<file path="src/rtl/app_mul_seq_radix4_unsigned.sv">
// Sequential radix-4 unsigned multiplier: consumes two multiplier bits per cycle and accumulates layer sums.
// Optional macro APPROX_TRUNC_EN clears layer bits below absolute column TRUNC_BITS before accumulation.
module app_mul_seq_radix4_unsigned #(
    parameter int WIDTH_A    = 8,
    parameter int WIDTH_B    = 8,
    parameter int TRUNC_BITS = 2
) (
    input  logic                       clk,
    input  logic                       rst,
    input  logic                       in_valid,
    output logic                       in_ready,
    input  logic [WIDTH_A-1:0]         in_a,
    input  logic [WIDTH_B-1:0]         in_b,
    output logic                       out_valid,
    input  logic                       out_ready,
    output logic [WIDTH_A+WIDTH_B-1:0] out_p,
    output logic                       busy
);

    localparam int N  = WIDTH_B / 2;
    localparam int PW = WIDTH_A + WIDTH_B;
    localparam int KW = (N > 1) ? $clog2(N) : 1;

    if (WIDTH_A < 2 || WIDTH_B < 2 || (WIDTH_B % 2) != 0 ||
        TRUNC_BITS < 0 || TRUNC_BITS >= WIDTH_A) begin : g_bad_params
        $error("app_mul_seq_radix4_unsigned: illegal parameter combination");
    end

`ifdef APPROX_TRUNC_EN
    localparam logic [PW-1:0] TRUNC_MASK = ~((PW'(1) << TRUNC_BITS) - PW'(1));
`endif

    // LOAD is the single cycle that copies the finished accumulator into the output register.
    typedef enum logic [1:0] {
        IDLE,
        RUN,
        LOAD,
        DONE
    } state_t;

    state_t               state_q, state_d;
    logic [WIDTH_A-1:0]   a_q, a_d;
    logic [WIDTH_B-1:0]   b_q, b_d;
    logic [PW-1:0]        acc_q, acc_d;
    logic [KW-1:0]        k_q, k_d;
    logic [PW-1:0]        p_q, p_d;

    logic [1:0]           digit;
    logic [WIDTH_A+1:0]   layer;
    logic [PW-1:0]        term;

    // The multiplier register shifts right by one digit per layer, so the live digit is always b_q[1:0].
    always_comb begin
        digit = b_q[1:0];
        unique case (digit)
            2'd0:    layer = '0;
            2'd1:    layer = {2'b00, a_q};
            2'd2:    layer = {1'b0, a_q, 1'b0};
            default: layer = {2'b00, a_q} + {1'b0, a_q, 1'b0};
        endcase
        term = PW'(layer) << {k_q, 1'b0};
`ifdef APPROX_TRUNC_EN
        term = term & TRUNC_MASK;
`endif
    end

    always_comb begin
        // NOTE: every signal gets a default first so no path through the case can infer a latch.
        state_d   = state_q;
        a_d       = a_q;
        b_d       = b_q;
        acc_d     = acc_q;
        k_d       = k_q;
        p_d       = p_q;
        in_ready  = 1'b0;
        busy      = 1'b0;
        out_valid = 1'b0;

        unique case (state_q)
            IDLE: begin
                in_ready = 1'b1;
                if (in_valid) begin
                    a_d     = in_a;
                    b_d     = in_b;
                    acc_d   = '0;
                    k_d     = '0;
                    state_d = RUN;
                end
            end
            RUN: begin
                busy  = 1'b1;
                acc_d = acc_q + term;
                b_d   = b_q >> 2;
                k_d   = k_q + KW'(1);
                if (k_q == KW'(N - 1)) begin
                    state_d = LOAD;
                end
            end
            LOAD: begin
                p_d     = acc_q;
                state_d = DONE;
            end
            DONE: begin
                out_valid = 1'b1;
                if (out_ready) begin
                    state_d = IDLE;
                end
            end
            default: state_d = IDLE;
        endcase
    end

    assign out_p = p_q;

    // NOTE: state flops use non-blocking assignments so every register samples pre-edge values.
    always_ff @(posedge clk or posedge rst) begin
        if (rst) begin
            state_q <= IDLE;
            a_q     <= '0;
            b_q     <= '0;
            acc_q   <= '0;
            k_q     <= '0;
            p_q     <= '0;
        end else begin
            state_q <= state_d;
            a_q     <= a_d;
            b_q     <= b_d;
            acc_q   <= acc_d;
            k_q     <= k_d;
            p_q     <= p_d;
        end
    end

endmodule

</file>
<file path="config.mk">
export PLATFORM = sky130hd
export DESIGN_NAME = app_mul_seq_radix4_unsigned
export DESIGN_NICKNAME = d
export VERILOG_FILES = /design/src/rtl/app_mul_seq_radix4_unsigned.sv
export SDC_FILE = /design/constraint.sdc
export NUM_CORES = 1
export LEC_CHECK = 0
export CAP_MARGIN = 20
export CORE_ASPECT_RATIO = 1.5
export CORE_MARGIN = 5
export CORE_UTILIZATION = 62
export CTS_BUF_LIST = sky130_fd_sc_hd__clkbuf_8
export DETAILED_ROUTE_END_ITERATION = 8
export PLACE_DENSITY = 0.95
export SLEW_MARGIN = 25
export SYNTH_ARGS = -nofsm -noshare
export SYNTH_HDL_FRONTEND = slang
export SYNTH_SLANG_ARGS = --single-unit
export TNS_END_PERCENT = 10
</file>
<file path="constraint.sdc">
create_clock -name clk -period 8.55 [get_ports clk]
set_clock_uncertainty 0.15 [all_clocks]
set_input_delay 1.71 -clock clk [delete_from_list [all_inputs] [get_ports clk]]
set_output_delay 1.71 -clock clk [all_outputs]
set_load 0.03 [all_outputs]
</file>
## Word-level counts from Yosys, hierarchy flattened

Cells that the tools add are included.

| word-level totals | value |
|---|---|
| output and inout bits | 19 |
| input bits | 20 |
| flip-flop bits (word level) | 52 |
| word-level logic and storage cells | 39 |

| cells by class | value |
|---|---|
| shift operators | 1 |
| eq/ne operators | 9 |
| reductions and logical operators | 6 |
| muxes and demuxes | 14 |
| add/subtract/negate cells | 3 |

Operators with widths:

| kind | count |
|---|---|
| $pmux 16 s2 | 1 |
| $pmux 10 s3 | 1 |
| $add 16x16->16 | 1 |
| $mux 16 | 1 |
| $pmux 8 s2 | 1 |
| $shl 10x3->16 | 1 |
| $add 8x9->10 | 1 |
| $eq 2x2->1 const B | 4 |
| $mux 2 | 4 |
| $mux 8 | 1 |
| $pmux 2 s4 | 1 |
| $ne 2x2->1 const B | 3 |
| $eq 2x1->1 const B | 2 |
| $logic_not 2->1 | 2 |
| $pmux 2 s2 | 1 |
| $reduce_and 2->1 | 2 |
| $mux 1 | 3 |
| $reduce_and 3->1 | 1 |
| $add 2x1->2 const B | 1 |
| $reduce_bool 2->1 | 1 |

## Longest topological paths before layout

Gate-level depths: netlist of the first run.

| depth | value |
|---|---|
| depth in word-level cells | 5 |
| depth in mapped cells | 18 |
| mapped depth without buffers | 18 |

## Least setup slack after synthesis of the first run

Ideal clock, no wire load.

| timing | value |
|---|---|
| kind | register -> register |
| from | register a_q[1] |
| to | register acc_q[14] |
| period minus slack after synthesis | 3.542 ns |
| buffers on the path | 0 |
| path slack | 5.008 ns |
| arrival | 3.263 ns |
| data required time | 8.271 ns |
| cell stages (with the launch flop) | 19 |
| cells stage by stage | dfrtp_1 -> ha_1 -> inv_1 -> fa_1 -> nand2b_1 -> nand2b_1 -> a21oi_1 -> nor3_1 -> and3b_1 -> a21o_1 -> o22ai_1 -> ha_1 -> o21ai_0 -> or2b_2 -> o311a_1 -> nor3_1 -> nor4_1 -> nor3_1 -> o21ai_1 |

| between the ends | value |
|---|---|
| longest elaborated chain between the ends | 5 |

RTL lines:

| item | line | RTL |
|---|---|---|
| start, declared | 42 | `logic [WIDTH_A-1:0] a_q, a_d;` |
| start signal, assigned | 119 | `a_q <= '0;` |
| start signal, assigned | 126 | `a_q <= a_d;` |
| $add 8x9->10 | 59 | `default: layer = {2'b00, a_q} + {1'b0, a_q, 1'b0};` |
| $pmux 10 s3 (*) | 55 | `unique case (digit)` |
| $shl 10x3->16 (*) | 61 | `term = PW'(layer) << {k_q, 1'b0};` |
| $add 16x16->16 (*) | 92 | `acc_d = acc_q + term;` |
| $pmux 16 s2 (*) | 79 | `unique case (state_q)` |
| end signal, assigned | 121 | `acc_q <= '0;` |
| end signal, assigned | 128 | `acc_q <= acc_d;` |
| end, declared | 44 | `logic [PW-1:0] acc_q, acc_d;` |

Every way passes the cells marked *; elsewhere a longest branch is shown, timed or not.
A chain may end at the register's enable or synchronous reset.

## Worst setup path after layout of the first run

| timing | value |
|---|---|
| from | register a_q[1] |
| to | register acc_q[12] |

The elaborated chain is that of the path after synthesis.

==> results.json, run 1 <==
{
  "status": "complete, no violations",
  "portBuffers": 38,
  "drt_iter0_drc": 147,
  "die_w_um": 70.97,
  "cp-start-kind": "flop",
  "cp.required_ns": 8.61,
  "routed_via_density": 6.024,
  "cts.htree.levels": 2,
  "track_usage": 0.2287,
  "gp_congestion": 0.9748,
  "cts_root_buffer": "clkbuf_8",
  "synth_seq_cells": 52,
  "num_rows": 33,
  "die_area_um2": 7200,
  "ant_nets": 0,
  "synth_ff_type": "dfrtp_1",
  "yosysTopAreaCell": "dfrtp_1",
  "antenna_cells": 0,
  "powerDensity_nw_per_um2": 396.9,
  "hpwlAfterDp_um": 5907,
  "clock.fmax_ghz": 0.2401,
  "path_buf_inv": 1,
  "drive_above_1_share": 0.1015,
  "ir_drop_v": 0.0002480,
  "slowest_stage": "dfrtp_1",
  "clk_pin_slew_ns": 0.09,
  "antenna_found_initial": 0,
  "wl_um": 7733,
  "power_mw": 1.575,
  "timing.hold.ws_ns": 0.3478,
  "placed_cells": 456,
  "period_share": 0.4871,
  "firstDrtPassIters": 4,
  "yosys-top-cells-count": "dfrtp_1, nand2_1, o21ai_0, ha_1, mux2_2",
  "tritoncts": "built",
  "grt-ovfl-total": 0,
  "path_max_fanout": 5,
  "clk_latency_ns": 0.30,
  "final_nets": 443,
  "grt_pass1_vias": 2938,
  "layout.cells.non_filler": 464,
  "path_cells": "ha_1, inv_1, fa_1, nand2b_1, nand2b_1, a21oi_1, nor3_1, and3b_1, a21o_1, o22ai_1, ha_1, o21ai_0, or2b_2, o311a_1, nor3_1, o31ai_1, xnor2_1, o21ai_0",
  "post_cts_buffers": 0,
  "cap_violations": 0,
  "worst_pin_slew_ns": 0.7966,
  "fin_crit_ns": 4.165,
  "yosysUniqueCellTypes": 51,
  "io_pins": 39,
  "syn-cell-area_um2": 3457,
  "async_flop_share": 1.000,
  "final_util": 0.7282,
  "critical_path.max_stage_delay_ns": 0.43,
  "synthTopCellsByArea": "dfrtp_1, ha_1, mux2_2",
  "dp_slack_ns": 4.454,
  "syn-num-nets": 414,
  "synth.avg_cell_area_um2": 9.497,
  "crit_type": "flop to flop",
  "cts_buffers": 5,
  "tns_ns": 0,
  "grt_first_pass_wirelength_um": 13240,
  "clock-sinks": 52,
  "finalHoldViolations": 0,
  "setup_slack_ns": 4.385,
  "critical_path_arrival_ns": 4.22,
  "holdBufCountCts": 0,
  "hold_path_class": "flop to flop",
  "drc_errors": 0,
  "report.final.slew_viol_count": 0,
  "start_util": 0.6343,
  "wl_per_cell_um": 16.67,
  "vias": 2795,
  "synth_edf_count": 0,
  "power.leakage_nw": 1.823,
  "die_y_um": 101.5,
  "cts_resized": 0,
  "yosysMostFrequentCell": "dfrtp_1",
  "placed_cell_area_um2": 3876,
  "final_area_um2": 3969,
  "slew_headroom": 0.4669,
  "path_delay_family": "simple AND/OR/NAND/NOR gates",
  "core_um2": 5450,
  "synth_top_area_frac": 0.3764,
  "synthCells": 364,
  "ys_warn_count": 0,
  "setup_violations": 0,
  "cp-end-kind": "flop",
  "seq_area_frac_synth": 0.3764,
  "cts_buffer_depth": 2,
  "grt_max_degree": 53,
  "area_growth_pct": 14.80,
  "rsz0062_at_grt": "no"
}
cells in the final DEF, fill, tap and decap left out, types with 2 or more instances in the layout:
master and count:
clkinv_2 2, o211ai_1 3, nand3_1 2, o31ai_1 4, a211oi_1 3, a21o_1 9
and3b_1 2, mux2i_1 11, o21a_1 5, nor2b_1 2, dfrtp_1 52, mux2_2 26
xor2_1 8, nand2_1 42, o21bai_1 2, nor2_1 24, xnor2_1 8, a22o_1 7
nand4_1 2, nor3_1 7, nand2b_1 4, a22oi_1 2, clkbuf_8 6, a31oi_1 2
fa_1 2, o21ai_0 36, ha_1 28, o22ai_1 3, clkdlybuf4s50_1 38, a21oi_1 18
inv_1 12
kinds of logic after synthesis:
family          share of synthesized area
compound gates                     0.1969
xor+xnor                          0.04054
fa+ha+maj                          0.1129
buf+inv                           0.03330
flops                              0.3764
mux                                0.1165
simple gates                       0.1234
where the power goes:
| group | internal, mW | switching [mW] | total, mW |
|---|---|---|---|
| sequential | 0.336 | 0.111 | 0.447 |
| clock | 0.0648 | 0.0791 | 0.144 |
| combinational | 0.424 | 0.560 | 0.984 |
per-layer routing:
metal  track usage  part of all wire
met1        0.2562              0.40
met4        0.1114             0.032
met5             0                 0
met2        0.4217              0.54
met3       0.03078             0.026
state kept, by name, summed over array words and instances (netlist names):
signal   flops
k_q          2
out_p       16
acc_q       16
a_q          8
state_q      2
b_q          8
final timing paths:
check,from,to,slack [ns],depth (start not counted)
worst max-delay path,a_q[1],acc_q[12],4.39,18
worst min register to register,b_q[2],b_q[2],0.35,2
worst max register to register,a_q[1],acc_q[12],4.39,18
worst min-delay path,b_q[2],b_q[2],0.35,2
min in group asynchronous,rst,state_q[0],1.70,2
max in group asynchronous,rst,acc_q[10],6.12,2
tightest hold or removal path, cell delays in order (launching register included):
cell and delay (ns):
dfrtp_1 0.36, nand2_1 0.05, o21ai_0 0.06
area by class of cell:
cell class,count,area [um^2]
Clock buffer,6,82.58
Tap cell,70,87.58
Fill cell,423,1481
Clock inverter,2,10.01
Inverter,14,55.05
Multi-Input combinational cell,282,2052
Sequential cell,52,1301
Timing Repair Buffer,38,380.4
(Power assumes the default switching activity.)
==> inputs of run 2 (changes only) <==
- CORE_UTILIZATION: 62 -> 59
- PLACE_DENSITY: 0.95 -> 0.94
- clock period: 8.55 -> 3.98 ns (I/O delays scaled with it)
==> run 2 against run 1 <==
Die area is 4.5% higher. Via count is 4.9% higher. Non-clock buffer count is 8 higher. Core utilization hardly changed. Routed wire length is 11% higher. Setup slack worse by 4.2 ns. Register-to-register slack worse by 4.2 ns. Sequential cell count stayed put. Combinational power grew to 2.5 times the previous value. Global-route usage is 0.44 points lower. Critical path depth is 3 lower. Critical endpoint is now acc_q[11].
==> results.json, run 2 (synthesis gave the netlist of run 1 again) <==
{
  "met3_length_um": 285,
  "holdCritStartpoint": "b_q[2]",
  "clock-sinks": 52,
  "clk_pin_slew_ns": 0.10,
  "grt_pass1_vias": 2990,
  "path_max_fanout": 6,
  "status": "complete, no violations",
  "cp.required_ns": 4.01,
  "drt_iter0_drc": 219,
  "num_rows": 34,
  "multiInputGateArea_um2": 2205,
  "final_nets": 451,
  "grt_first_pass_wirelength_um": 13640,
  "antenna_found_initial": 0,
  "vias": 2932,
  "regArea_um2": 1303,
  "highest_layer": "met4",
  "grt_max_degree": 53,
  "cap_violations": 0,
  "power_mw": 3.750,
  "drive_above_1_share": 0.1766,
  "setup_violations": 0,
  "report.final.slew_viol_count": 0,
  "routed_via_density": 6.186,
  "r2r-start": "a_q[2]",
  "gp_congestion": 0.9403,
  "hpwlAfterDp_um": 6044,
  "cp-end-kind": "flop",
  "cts_root_buffer": "clkbuf_8",
  "io_pins": 39,
  "power.leakage_nw": 1.868,
  "antenna_cells": 0,
  "worst_pin_slew_ns": 0.7864,
  "tritoncts": "built",
  "drc_errors": 0,
  "slew_headroom": 0.4757,
  "crit_type": "flop to flop",
  "grt-ovfl-total": 0,
  "die_y_um": 103.8,
  "cts_buffer_depth": 2,
  "ant_nets": 0,
  "track_usage": 0.2242,
  "final_common_cell": "dfrtp_1",
  "holdBufCountCts": 0,
  "area_growth_pct": 20.92,
  "core_um2": 5743,
  "critical_path_arrival_ns": 3.85,
  "drt-met1-wl_um": 3328,
  "start_util": 0.6020,
  "layout.cells.non_filler": 474,
  "timing.hold.ws_ns": 0.3507,
  "cp-start-kind": "flop",
  "rsz0062_at_grt": "yes",
  "placed_cells": 460,
  "fillers": 397,
  "portBuffers": 38,
  "powerDensity_nw_per_um2": 897.1,
  "die_area_um2": 7522,
  "final_cell_mix": "dfrtp_1, nand2_1, clkdlybuf4s50_1, o21ai_0, mux2_2",
  "wl_per_cell_um": 18.09,
  "firstDrtPassIters": 4,
  "hold_path_class": "flop to flop",
  "crit_path_start": "a_q[2]",
  "wl_um": 8575,
  "cts_buffers": 5,
  "clock.fmax_ghz": 0.2616,
  "finalHoldViolations": 0,
  "tns_ns": 0,
  "ir_drop_v": 0.0005621,
  "wl_met2_um": 4743,
  "period_share": 0.9604,
  "die_w_um": 72.50,
  "fin_crit_ns": 3.823,
  "clk_latency_ns": 0.31,
  "cts.htree.levels": 2
}
[run 2: cell types whose count changed in the layout (fill, tap and decap cells not counted), sizes merged]
cell,delta
clkinv,+1
buf,+8
clkbuf,-1
[run 2: worst paths after layout]
path                             end  depth (start not counted)  slack [ns]
setup / recovery           acc_q[11]                         15        0.16
hold / removal                b_q[2]                          2        0.35
setup reg to reg           acc_q[11]                         15        0.16
hold reg to reg               b_q[2]                          2        0.35
max in group asynchronous     a_q[2]                          2        2.47
min in group asynchronous   acc_q[0]                          2        0.76
[run 2: stage by stage]
stage	util	setup WS, ns	instance area (um^2)
after floorplan	-	0.4381	3457
after global placement	0.6763	-0.0006986	3884
after detailed placement	0.6780	-0.03839	3894
after CTS	0.6963	0.03469	3999
after global routing	0.7279	-0.04757	4180
final	0.7279	0.1575	4180
[run 2: report_power, final]
group          leakage (nW)  internal [mW]  switching, mW  total (mW)
Clock                0.0479          0.123          0.178       0.301
Combinational          1.14           1.09           1.38        2.47
Sequential            0.679          0.724          0.253       0.977
[run 2: final cells by class]
type | instances | area share
clock buffer | 5 | 0.01646
clock inverter | 3 | 0.004490
timing repair buffer | 46 | 0.1054
inverter | 14 | 0.01317
tap | 72 | 0.02155
sequential | 52 | 0.3116
multi-input combinational | 282 | 0.5274
[run 2: repair_timing]
item / 4_1_cts / 5_1_grt
pin swaps: 1 / 12
buffers inserted: 0 / 6
setup endpoints to repair: 4 / 8
gates resized for setup: 3 / 33
[run 2: layer usage]
layer | vias up | track usage
li1 | 1383 | -
met1 | 1449 | 0.2566
met2 | 79 | 0.4022
met3 | 21 | 0.03682
met4 | 0 | 0.09103
met5 | - | 0
[run 2: worst max-delay path, cell delays in order, from the launching register on]
cell      delay, ns
dfrtp_2        0.46
ha_1           0.28
a21o_1         0.21
and4_1         0.25
o2111a_1       0.29
a221oi_4       0.26
mux2i_1        0.16
mux2i_1        0.19
ha_1           0.23
nand2_1        0.11
o21ai_0        0.28
o21ai_1        0.17
o21a_1         0.24
o21ai_1        0.17
xnor2_1        0.13
o21ai_0        0.09
==> inputs of run 3 (changes only) <==
- ABC_AREA: default -> 0
==> results of run 3 <==
The final DEF is identical to that of run 2; final timing and power are the same.
